--- config.mk ---
export PLATFORM = sky130hd
export DESIGN_NAME = issue_scoreboard_control_flat
export DESIGN_NICKNAME = d
export VERILOG_FILES = /design/src/rtl/issue_scoreboard_control_if.sv /design/src/rtl/issue_scoreboard_control.sv /design/src/flat_wrapper.sv
export SDC_FILE = /design/constraint.sdc
export NUM_CORES = 1
export LEC_CHECK = 0
export ABC_AREA = 1
export BUFFER_PORTS_ARGS = -buffer_cell sky130_fd_sc_hd__buf_2
export CAP_MARGIN = 40
export CORE_UTILIZATION = 60
export CTS_CLUSTER_DIAMETER = 30
export DETAILED_ROUTE_END_ITERATION = 12
export PLACE_DENSITY = 0.84
export SLEW_MARGIN = 20
export SYNTH_ARGS = -nofsm -noshare
export SYNTH_HDL_FRONTEND = slang
export SYNTH_SLANG_ARGS = --single-unit
--- constraint.sdc ---
create_clock -name Clock -period 7 [get_ports Clock]
set_input_delay 0.35 -clock Clock [delete_from_list [all_inputs] [get_ports Clock]]
set_output_delay 0.35 -clock Clock [all_outputs]
set_load 0.02 [all_outputs]
--- src/rtl/issue_scoreboard_control_if.sv ---
// Fetch / decode / writeback handshake bundle for issue_scoreboard_control.
// The slave modport is the control block; master is whatever drives it.
interface issue_scoreboard_control_if #(
  parameter int SB_DEPTH = 4
);
  localparam int CNT_W = $clog2(SB_DEPTH) + 1;

  logic             iInstructionAvailable;
  logic [63:0]      iEncodedInstruction;
  logic             oInstructionAccepted;
  logic             oIssue;
  logic [63:0]      oInstruction;
  logic             iExeBusy;
  logic             iWritebackValid;
  logic [15:0]      iWritebackAddress;
  logic             iFlush;
  logic [CNT_W-1:0] oPendingCount;
  logic             oStalled;
  logic [15:0]      oStallCycles;
  logic             oError;

  modport master (
    output iInstructionAvailable, iEncodedInstruction, iExeBusy,
           iWritebackValid, iWritebackAddress, iFlush,
    input  oInstructionAccepted, oIssue, oInstruction, oPendingCount,
           oStalled, oStallCycles, oError
  );

  modport slave (
    input  iInstructionAvailable, iEncodedInstruction, iExeBusy,
           iWritebackValid, iWritebackAddress, iFlush,
    output oInstructionAccepted, oIssue, oInstruction, oPendingCount,
           oStalled, oStallCycles, oError
  );
endinterface

--- src/rtl/issue_scoreboard_control.sv ---
// Holds one fetched instruction and releases it to decode once no in-flight
// write (tracked in an in-order scoreboard) conflicts with it.
module issue_scoreboard_control #(
  parameter int SB_DEPTH     = 4,
  parameter bit FWD_YOUNGEST = 1'b1,
  parameter int IMM_BITPOS   = 62
) (
  input  logic                      Clock,
  input  logic                      Reset,
  issue_scoreboard_control_if.slave bus
);
  localparam int IDX_W = $clog2(SB_DEPTH);
  localparam int CNT_W = IDX_W + 1;

  localparam logic [0:0] ST_EMPTY = 1'b0;
  localparam logic [0:0] ST_HELD  = 1'b1;

  logic [0:0]       state_q, state_d;
  logic [63:0]      instr_q, instr_d;
  logic [15:0]      sb_dest_q [SB_DEPTH];
  logic [15:0]      sb_dest_d [SB_DEPTH];
  logic [IDX_W-1:0] head_q, head_d, tail_q, tail_d;
  logic [CNT_W-1:0] count_q, count_d;
  logic [15:0]      stall_cycles_q, stall_cycles_d;
  logic             error_q, error_d;

  logic             held, imm, raw_hit, waw_hit, hazard, sb_full;
  logic             issue, accept, stalled, wb_ok, wb_bad;
  logic [15:0]      held_dest, chk_a, chk_b;
  logic [IDX_W-1:0] youngest, offs;

  // Hazard detection works only from registered state, so a same-cycle
  // writeback never unblocks the held instruction until the next cycle.
  always_comb begin
    held      = (state_q == ST_HELD);
    imm       = instr_q[IMM_BITPOS];
    held_dest = instr_q[47:32];
    chk_a     = imm ? held_dest : instr_q[15:0];
    chk_b     = imm ? held_dest : instr_q[31:16];
    youngest  = tail_q - IDX_W'(1);
    raw_hit   = 1'b0;
    waw_hit   = 1'b0;
    offs      = '0;
    for (int i = 0; i < SB_DEPTH; i++) begin
      offs = IDX_W'(i) - head_q;
      if ({1'b0, offs} < count_q) begin
        if (sb_dest_q[i] == held_dest) waw_hit = 1'b1;
        if (!(FWD_YOUNGEST && (IDX_W'(i) == youngest)) &&
            ((sb_dest_q[i] == chk_a) || (sb_dest_q[i] == chk_b)))
          raw_hit = 1'b1;
      end
    end
    hazard  = raw_hit | waw_hit;
    sb_full = (count_q == CNT_W'(SB_DEPTH));
    issue   = held & ~hazard & ~bus.iExeBusy & ~sb_full & ~bus.iFlush;
    accept  = bus.iInstructionAvailable & ~bus.iFlush & (~held | issue) & ~Reset;
    stalled = held & ~issue & ~bus.iFlush;
  end

  // A mismatching or empty-scoreboard writeback only flags the error; the
  // scoreboard keeps its contents so later correct retirements still line up.
  always_comb begin
    wb_ok  = bus.iWritebackValid && (count_q != '0) &&
             (bus.iWritebackAddress == sb_dest_q[head_q]);
    wb_bad = bus.iWritebackValid & ~wb_ok;
    for (int i = 0; i < SB_DEPTH; i++) sb_dest_d[i] = sb_dest_q[i];
    if (issue) sb_dest_d[tail_q] = held_dest;
    tail_d  = issue ? tail_q + IDX_W'(1) : tail_q;
    head_d  = wb_ok ? head_q + IDX_W'(1) : head_q;
    count_d = count_q + CNT_W'(issue) - CNT_W'(wb_ok);
    error_d = error_q | wb_bad;
    stall_cycles_d = (stalled && (stall_cycles_q != 16'hFFFF)) ?
                     stall_cycles_q + 16'd1 : stall_cycles_q;
  end

  always_comb begin
    state_d = state_q;
    instr_d = instr_q;
    if (bus.iFlush) begin
      state_d = ST_EMPTY;
    end else if (accept) begin
      state_d = ST_HELD;
      instr_d = bus.iEncodedInstruction;
    end else if (issue) begin
      state_d = ST_EMPTY;
    end
  end

  always_ff @(posedge Clock) begin
    if (Reset) begin
      state_q        <= ST_EMPTY;
      instr_q        <= '0;
      head_q         <= '0;
      tail_q         <= '0;
      count_q        <= '0;
      stall_cycles_q <= '0;
      error_q        <= 1'b0;
    end else begin
      state_q        <= state_d;
      instr_q        <= instr_d;
      head_q         <= head_d;
      tail_q         <= tail_d;
      count_q        <= count_d;
      stall_cycles_q <= stall_cycles_d;
      error_q        <= error_d;
    end
  end

  // Entry payloads need no reset: validity is defined by head/count alone.
  always_ff @(posedge Clock) begin
    for (int i = 0; i < SB_DEPTH; i++) sb_dest_q[i] <= sb_dest_d[i];
  end

  assign bus.oInstructionAccepted = accept;
  assign bus.oIssue               = issue;
  assign bus.oInstruction         = instr_q;
  assign bus.oPendingCount        = count_q;
  assign bus.oStalled             = stalled;
  assign bus.oStallCycles         = stall_cycles_q;
  assign bus.oError               = error_q;
endmodule

--- src/flat_wrapper.sv ---
// flat-port wrapper written by rule: the top's interface ports become plain ports
module issue_scoreboard_control_flat 
#(
  parameter int SB_DEPTH     = 4,
  parameter bit FWD_YOUNGEST = 1'b1,
  parameter int IMM_BITPOS   = 62
)
  (Clock, Reset, bus_iInstructionAvailable, bus_iEncodedInstruction, bus_iExeBusy, bus_iWritebackValid, bus_iWritebackAddress, bus_iFlush, bus_oInstructionAccepted, bus_oIssue, bus_oInstruction, bus_oPendingCount, bus_oStalled, bus_oStallCycles, bus_oError);
  issue_scoreboard_control_if #(.SB_DEPTH(SB_DEPTH)) bus_i ();
  input  logic Clock;
  input  logic Reset;
  input wire logic [$bits(bus_i.iInstructionAvailable)-1:0] bus_iInstructionAvailable;
  input wire logic [$bits(bus_i.iEncodedInstruction)-1:0] bus_iEncodedInstruction;
  input wire logic [$bits(bus_i.iExeBusy)-1:0] bus_iExeBusy;
  input wire logic [$bits(bus_i.iWritebackValid)-1:0] bus_iWritebackValid;
  input wire logic [$bits(bus_i.iWritebackAddress)-1:0] bus_iWritebackAddress;
  input wire logic [$bits(bus_i.iFlush)-1:0] bus_iFlush;
  output wire logic [$bits(bus_i.oInstructionAccepted)-1:0] bus_oInstructionAccepted;
  output wire logic [$bits(bus_i.oIssue)-1:0] bus_oIssue;
  output wire logic [$bits(bus_i.oInstruction)-1:0] bus_oInstruction;
  output wire logic [$bits(bus_i.oPendingCount)-1:0] bus_oPendingCount;
  output wire logic [$bits(bus_i.oStalled)-1:0] bus_oStalled;
  output wire logic [$bits(bus_i.oStallCycles)-1:0] bus_oStallCycles;
  output wire logic [$bits(bus_i.oError)-1:0] bus_oError;
  assign bus_i.iInstructionAvailable = bus_iInstructionAvailable;
  assign bus_i.iEncodedInstruction = bus_iEncodedInstruction;
  assign bus_i.iExeBusy = bus_iExeBusy;
  assign bus_i.iWritebackValid = bus_iWritebackValid;
  assign bus_i.iWritebackAddress = bus_iWritebackAddress;
  assign bus_i.iFlush = bus_iFlush;
  assign bus_oInstructionAccepted = bus_i.oInstructionAccepted;
  assign bus_oIssue = bus_i.oIssue;
  assign bus_oInstruction = bus_i.oInstruction;
  assign bus_oPendingCount = bus_i.oPendingCount;
  assign bus_oStalled = bus_i.oStalled;
  assign bus_oStallCycles = bus_i.oStallCycles;
  assign bus_oError = bus_i.oError;
  issue_scoreboard_control #(.SB_DEPTH(SB_DEPTH), .FWD_YOUNGEST(FWD_YOUNGEST), .IMM_BITPOS(IMM_BITPOS)) u_core (.Clock(Clock), .Reset(Reset), .bus(bus_i));
endmodule
# Word level (Yosys, flattened, before mapping)

Memory sizes are Yosys's and may differ from the RTL's. A register that Yosys moved wholly into a read port is not among the register bits.
Cells that the tools add are included.
Widths: inputs -> output; s select.

$add $sub $neg: 10
$lt $le $gt $ge: 6
Equal/unequal tests: 18
Muxes and demuxes: 26
Bitwise logic cells: 22
Reductions and logical operators: 21

Operators with widths:

| operator              | count |
|---|---|
| $eq 16x16->1          | 13 |
| $bwmux 64             | 1 |
| $mux 64               | 1 |
| $mux 16               | 3 |
| $demux 16 s2          | 1 |
| $mux 1                | 18 |
| $add 16x1->16 const B | 1 |
| $ne 16x16->1 const B  | 1 |
| $lt 2x3->1            | 4 |
| $and 1x1->1           | 10 |
| $logic_and 1x1->1     | 8 |
| $not 1->1             | 8 |
| $add 2x1->2 const B   | 2 |
| $eq 2x2->1 const A    | 2 |
| $logic_not 1->1       | 4 |
| $logic_or 1x1->1      | 4 |
| $mux 2                | 2 |
| $sub 1x2->2 const A   | 2 |
| $sub 2x2->2 const A   | 2 |
| $add 3x1->3           | 1 |
| $eq 3x3->1 const B    | 1 |
| $ge 3x3->1 const B    | 1 |
| $lt 3x1->1 const B    | 1 |
| $not 2->3             | 1 |
| other kinds (9)       | 11 |

Register bits after elaboration: 89
Memory bits (writable): 64
Input bits: 86
Output and inout port bits: 87
Word-level logic and storage cells: 111
Memories kept: 1

Memory list:

| name             | words | bits a word | read ports | clocked after memory_dff | write ports | RTL line                       | source |
|---|---|---|---|---|---|---|---|
| u_core.sb_dest_q | 4     | 16          | 5          | 1                        | 4           | issue_scoreboard_control.sv:20 | `logic [15:0] sb_dest_q [SB_DEPTH];` |

# Logic depth before layout (Yosys ltp)

Depth in word-level cells: 22
Gate-level depth with buffers: 23
Depth with buffers taken out: 20

# Least setup slack after synthesis

Ideal clock, no wire load.

Path type: register to register
Start: register u_core.count_q[1], in the netlist u_core.bus.oPendingCount[1]
End: register u_core.count_q[2], in the netlist u_core.bus.oPendingCount[2]
Setup time: 0.128 ns
Arrival: 2.948 ns
Data required time: 6.872 ns
Slack: 3.925 ns
Stages on the path, launching flop included: 20
Buffers on the path: 1
Cells stage by stage: dfxtp_1 -> inv_1 -> ha_1 -> inv_1 -> nand3_1 -> o21ai_0 -> inv_1 -> nand3_1 -> nand2_1 -> nor2_1 -> nand2_1 -> nor2_1 -> nand2_4 -> buf_2 -> ha_1 -> inv_1 -> ha_1 -> fa_1 -> xor2_1 -> nor2_1

Cells in the longest elaborated chain, start to end: 16
Elaborated cells on any way between the ends: 31
Those cells by class: add/sub: 2; order compare: 4; eq/ne: 1; mux: 14; bitwise: 7; reduce/logical: 3

RTL lines:

| what                      | RTL line                                                       | source |
|---|---|---|
| from (decl)               | issue_scoreboard_control.sv:23                                 | `logic [CNT_W-1:0] count_q, count_d;` |
| from (signal assigned)    | issue_scoreboard_control.sv:103                                | `count_q <= count_d;` |
| $lt 2x3->1                | issue_scoreboard_control.sv:46                                 | `if ({1'b0, offs} < count_q) begin` |
| $mux 1                    | issue_scoreboard_control.sv:46                                 |  |
| $mux 1 (on tied branches) | issue_scoreboard_control.sv:48, issue_scoreboard_control.sv:47 |  |
| $mux 1                    | issue_scoreboard_control.sv:46                                 |  |
| $mux 1 (on tied branches) | issue_scoreboard_control.sv:48, issue_scoreboard_control.sv:47 |  |
| $mux 1                    | issue_scoreboard_control.sv:46                                 |  |
| $mux 1 (on tied branches) | issue_scoreboard_control.sv:48, issue_scoreboard_control.sv:47 |  |
| $mux 1                    | issue_scoreboard_control.sv:46                                 |  |
| $or 1x1->1                | issue_scoreboard_control.sv:53                                 | `hazard = raw_hit \| waw_hit;` |
| $not 1->1                 | issue_scoreboard_control.sv:55                                 | `issue = held & ~hazard & ~bus.iExeBusy & ~sb_full & ~bus.iFlush;` |
| $and 1x1->1 (4 in a row)  | issue_scoreboard_control.sv:55                                 |  |
| $add 3x1->3               | issue_scoreboard_control.sv:70                                 | `count_d = count_q + CNT_W'(issue) - CNT_W'(wb_ok);` |
| $sub 3x1->3 (*)           | issue_scoreboard_control.sv:70                                 |  |

Every way passes the cells marked *; elsewhere a longest branch is shown, timed or not.
A chain may end at the register's enable or synchronous reset.

# Final worst setup path

Start: register u_core.instr_q[62], in the netlist u_core.bus.oInstruction[62]
End: output bus_oInstructionAccepted

Cells in the longest elaborated chain, start to end: 21
Elaborated cells on any way between the ends: 35
Those cells by class: eq/ne: 8; mux: 10; bitwise: 9; reduce/logical: 8

RTL lines:

| what                         | RTL line                                                       | source |
|---|---|---|
| from (decl)                  | issue_scoreboard_control.sv:19                                 | `logic [63:0] instr_q, instr_d;` |
| from (signal assigned)       | issue_scoreboard_control.sv:100                                | `instr_q <= instr_d;` |
| $mux 16 (on tied branches)   | issue_scoreboard_control.sv:38, issue_scoreboard_control.sv:39 |  |
| $eq 16x16->1                 | issue_scoreboard_control.sv:49                                 | `((sb_dest_q[i] == chk_a) \|\| (sb_dest_q[i] == chk_b)))` |
| $logic_or 1x1->1             | issue_scoreboard_control.sv:49                                 |  |
| $logic_and 1x1->1            | issue_scoreboard_control.sv:48                                 | `if (!(FWD_YOUNGEST && (IDX_W'(i) == youngest)) &&` |
| $mux 1                       | issue_scoreboard_control.sv:48                                 |  |
| $mux 1                       | issue_scoreboard_control.sv:46                                 |  |
| $mux 1                       | issue_scoreboard_control.sv:48                                 |  |
| $mux 1                       | issue_scoreboard_control.sv:46                                 |  |
| $mux 1                       | issue_scoreboard_control.sv:48                                 |  |
| $mux 1                       | issue_scoreboard_control.sv:46                                 |  |
| $mux 1                       | issue_scoreboard_control.sv:48                                 |  |
| $mux 1 (*)                   | issue_scoreboard_control.sv:46                                 |  |
| $or 1x1->1 (*)               | issue_scoreboard_control.sv:53                                 |  |
| $not 1->1 (*)                | issue_scoreboard_control.sv:55                                 |  |
| $and 1x1->1 (*) (4 in a row) | issue_scoreboard_control.sv:55                                 |  |
| $or 1x1->1 (*)               | issue_scoreboard_control.sv:56                                 | `accept = bus.iInstructionAvailable & ~bus.iFlush & (~held \| issue) & ~Reset;` |
| $and 1x1->1 (*) (2 in a row) | issue_scoreboard_control.sv:56                                 |  |
| to (decl)                    | flat_wrapper.sv:18                                             | `output wire logic [$bits(bus_i.oInstructionAccepted)-1:0] bus_oInstructionAccepted;` |

Marked as above.

==> results_tabular.tex <==
\begin{tabular}{lr}
\hline
Metric & Value \\
\hline
\multicolumn{2}{l}{\textbf{Outcome}} \\
\quad Run status & finished, final reports clean \\
\multicolumn{2}{l}{\textbf{Place}} \\
\quad Post-place setup slack & 3.15 ns \\
\quad Final weighted congestion of routability-driven global placement & 1.03 \\
\quad Placed wire-length estimate & 24.1 mm \\
\quad Cell count after placement & 1883 \\
\quad Port Buf Inserts & 172 \\
\multicolumn{2}{l}{\textbf{STA}} \\
\quad Total count of hold-check failures in the final report & 0 \\
\quad Slew Viols, Final & 0 \\
\quad Slew at the pin closest to its max-slew limit & 0.840 ns \\
\quad RSZ-0062 raised after global routing & no \\
\quad Worst-case setup margin in the final layout & 2.65 ns \\
\quad Clock skew & 0.0109 ns \\
\quad Max-Slew Margin vs Limit & 43.9\% \\
\quad Post-Route Hold Slack & 0.107 ns \\
\quad Maximum clock rate & 230 MHz \\
\quad Share of the clock period used by the worst path & 62.1\% \\
\quad Final TNS setup & 0 ns \\
\quad Crit path time final & 4.35 ns \\
\quad Final setup violating endpoints & 0 \\
\multicolumn{2}{l}{\textbf{Cells and area}} \\
\quad Layout cells sized above 1 & 16.1\% \\
\quad Leading cell types in the layout, fill and taps excluded & 577 x sky130\_fd\_sc\_hd\_\_nand2\_1, 211 x sky130\_fd\_sc\_hd\_\_nand3\_1, 172 x sky130\_fd\_sc\_hd\_\_buf\_2 \\
\quad Number of nets in the layout & 1782 \\
\quad Most common cell after layout, fill and taps aside & sky130\_fd\_sc\_hd\_\_nand2\_1 \\
\quad Count of placed standard cells in the final layout, fillers left out & 1915 \\
\quad Diode count & 0 \\
\quad Area grow syn2layout & 13.9\% \\
\quad Number of inserted filler cells in the final layout & 1398 \\
\multicolumn{2}{l}{\textbf{Synthesis}} \\
\quad Cell count after synthesis & 1539 \\
\quad Number of warnings issued by yosys & 0 \\
\quad Part of the Yosys area used for sequential elements & 36.4\% \\
\quad Synthesized Nets & 1639 \\
\quad Share of async-settable or async-resettable flops after synthesis & 0\% \\
\quad Number of flops mapped to enable cells by yosys & 64 \\
\quad Number of storage elements in the synthesis netlist & 155 \\
\quad Count of unique library cells instantiated by Yosys & 30 \\
\quad Flip-flop cell with the highest count after synthesis & sky130\_fd\_sc\_hd\_\_dfxtp\_1 \\
\quad Area of the mapped netlist & 0.0103 mm² \\
\quad Syn Area/Cell & 6.69 µm² \\
\multicolumn{2}{l}{\textbf{Power and ir drop}} \\
\quad VDD IR-drop max & 0.000163 V \\
\quad Switching fraction of total power & 29.5\% \\
\quad Gate power share & 11.6\% \\
\quad Share of power burned in registers & 45.6\% \\
\quad NetSw & 649 µW \\
\quad Total leakage power & 6.08 nW \\
\quad Relative contribution of the clock network to total power & 42.8\% \\
\quad Power density over the cells & 187 mW/mm² \\
\quad Internal Pwr Total & 1.55 mW \\
\multicolumn{2}{l}{\textbf{Clock tree}} \\
\quad Total number of H-tree levels & 4 \\
\quad Worst-path clk slew & 0.07 ns \\
\quad Number of clock buffers inserted by TritonCTS & 17 \\
\quad Root buffer selected by CTS & sky130\_fd\_sc\_hd\_\_clkbuf\_16 \\
\quad Hold-fix buffers, CTS & 0 \\
\quad Skew-Pair Late Insertion Delay & 0.43 ns \\
\quad Bufs on Longest Clock Path & 2 \\
\quad Post-cts resize count & 0 \\
\quad Setup repair bufs after CTS & 0 \\
\quad Sink Count & 155 \\
\quad CTS tree & yes \\
\multicolumn{2}{l}{\textbf{Die}} \\
\quad Full die area & 0.0177 mm² \\
\quad Top Ports & 173 \\
\quad Effective utilization at floorplan & 61.9\% \\
\quad Horiz. Die Dim & 133 µm \\
\quad Number of placement rows & 47 \\
\quad Core region area & 0.0166 mm² \\
\quad Chip Height & 133 µm \\
\multicolumn{2}{l}{\textbf{Setup path}} \\
\quad Critical path launch point type & flip-flop \\
\quad Kind of end point of the critical path & primary output \\
\quad Logic depth of the worst register-to-register path & 15 \\
\quad Arrival time worst endpoint & 4.00 ns \\
\quad Reg2Reg Setup Slack & 3.06 ns \\
\quad Worst setup path startpoint & u\_core.bus.oInstruction[62] \\
\quad Required @ worst endpoint & 6.65 ns \\
\quad Critical R2R Capture & u\_core.bus.oPendingCount[1] \\
\quad Kind of critical path & reg2out \\
\quad Destination of the critical timing path & bus\_oInstructionAccepted \\
\quad Top fanout value on the critical path & 48 \\
\multicolumn{2}{l}{\textbf{Routing}} \\
\quad Vias post-DR & 10900 \\
\quad Remaining antenna violation count & 0 \\
\quad DRC violation count after routing & 0 \\
\quad Number of design-rule violations left by the first detailed-router iteration & 1339 \\
\quad Sum of routed wire length over all layers & 33.4 mm \\
\quad DR pass1 iterations & 6 \\
\quad Average wire per cell in the routed design & 17.5 µm \\
\quad Vias per std cell & 5.69 \\
\multicolumn{2}{l}{\textbf{Global route}} \\
\quad First-pass GRT wire length & 51.9 mm \\
\quad Via count of the first global-routing pass & 9709 \\
\quad Overall overflow remaining after global route & 0 \\
\quad Largest net degree at the start of global routing & 70 \\
\quad Antenna violations before repair & 0 \\
\quad Total Routing Usage GR & 38.3\% \\
\multicolumn{2}{l}{\textbf{Flow run}} \\
\quad Count of maximum capacitance violations & 0 \\
\multicolumn{2}{l}{\textbf{Hold path}} \\
\quad Tightest Hold Check Type & in2reg \\
\hline
\end{tabular}
-- through the flow --
stage	area, µm²	total power, mW	utilization (%)
after floorplan	10300	1.18	-
after global placement	11100	1.27	66.8
after detailed placement	11100	1.27	66.9
after CTS	11700	2.20	70.5
after global routing	11700	2.26	70.5
final	11700	2.20	70.5
-- power by group through the flow --
| stage | clock [mW] | combinational (mW) | sequential (mW) |
|---|---|---|---|
| 3_3_place_gp | 0 | 0.245 | 1.02 |
| 2_1_floorplan | 0 | 0.158 | 1.03 |
| 6_report | 0.941 | 0.255 | 1.00 |
| 4_1_cts | 0.944 | 0.251 | 1.00 |
| 5_1_grt | 0.977 | 0.280 | 1.01 |
| 3_5_place_dp | 0 | 0.249 | 1.02 |
-- cell type report --
type	instances	area (µm²)	share of cell area (%)
clock inverter	13	134	1.14
inverter	110	415	3.54
sequential	155	3740	31.9
timing repair buffer	183	956	8.15
tap	220	275	2.35
multi-input combinational	1215	5750	49.0
clock buffer	19	454	3.87
-- how the worst min path moves through the flow --
stage                                      startpoint                     endpoint  slack (ns)  cells past startpoint
final                     bus_iEncodedInstruction[55]  u_core.bus.oInstruction[55]        0.11                      3
after global routing      bus_iEncodedInstruction[60]  u_core.bus.oInstruction[60]        0.10                      3
after CTS                 bus_iEncodedInstruction[11]  u_core.bus.oInstruction[11]         0.1                      3
after detailed placement  u_core.bus.oInstruction[57]  u_core.bus.oInstruction[57]        0.46                      2
after global placement              u_core.bus.oError            u_core.bus.oError        0.44                      2
after floorplan            bus_iEncodedInstruction[0]   u_core.bus.oInstruction[0]        0.46                      2
-- logic make-up after synthesis --
| logic type | after synthesis | synth area share (%) |
|---|---|---|
| DFF | 155 | 36.4 |
| buffers and inverters | 169 | 7.78 |
| xor gates and xnor gates | 69 | 5.87 |
| and+or+nand+nor | 1028 | 43.1 |
| adders and majority gates | 14 | 1.77 |
| AOI/OAI and AO/OA | 104 | 5.09 |
-- registers in the layout (all words and copies together), names as in the netlist, named ones only --
name	flops
u_core.bus.oError	1
u_core.tail_q	2
u_core.bus.oInstruction	64
u_core.held	1
u_core.bus.oStallCycles	16
u_core.bus.oPendingCount	3
u_core.head_q	2
u_core.sb_dest_q	64
-- per-layer routing --
metal  wire length (µm)  GRT usage [%]  vias to the layer above
li1                   -              -                     5264
met1              13900           53.2                     4850
met5                  0              0                        -
met2              14200           56.9                      698
met4               1330           16.7                        0
met3               4000           8.74                       87
-- cells in the mapped netlist, drive strengths merged, types with 2 or more instances --
library cell / count / area, µm²
edfxtp: 64 / 1920
nand2: 615 / 2450
o21ai: 36 / 180
nand4: 32 / 200
nor2: 131 / 492
ha: 13 / 163
clkbuf: 21 / 78.8
nor3: 11 / 55.1
buf: 38 / 307
xor2: 55 / 482
nand3b: 2 / 15.0
nor4: 7 / 43.8
dfxtp: 91 / 1820
nand3: 212 / 1070
or2: 17 / 106
a21oi: 66 / 330
inv: 109 / 412
xnor2: 14 / 123
-- critical path, stage by stage, from the launching register on --
cell and delay, ns:
sky130_fd_sc_hd__dfxtp_1 0.30, sky130_fd_sc_hd__buf_4 0.26, sky130_fd_sc_hd__inv_4 0.48, sky130_fd_sc_hd__nand2_1 0.33
sky130_fd_sc_hd__nand2_1 0.21, sky130_fd_sc_hd__nand2_1 0.07, sky130_fd_sc_hd__nand2_1 0.06, sky130_fd_sc_hd__nor2_1 0.04
sky130_fd_sc_hd__nand2_1 0.08, sky130_fd_sc_hd__nor2_1 0.05, sky130_fd_sc_hd__nand2_1 0.05, sky130_fd_sc_hd__nand2_1 0.05
sky130_fd_sc_hd__nand2_1 0.05, sky130_fd_sc_hd__nand2_1 0.04, sky130_fd_sc_hd__nor2_1 0.21, sky130_fd_sc_hd__nand2_4 0.23
sky130_fd_sc_hd__nand2_2 0.15, sky130_fd_sc_hd__nand2_2 0.07, sky130_fd_sc_hd__inv_2 0.31, sky130_fd_sc_hd__buf_12 0.27
sky130_fd_sc_hd__buf_2 0.21
Note: power is estimated with default switching activity, not from simulation.
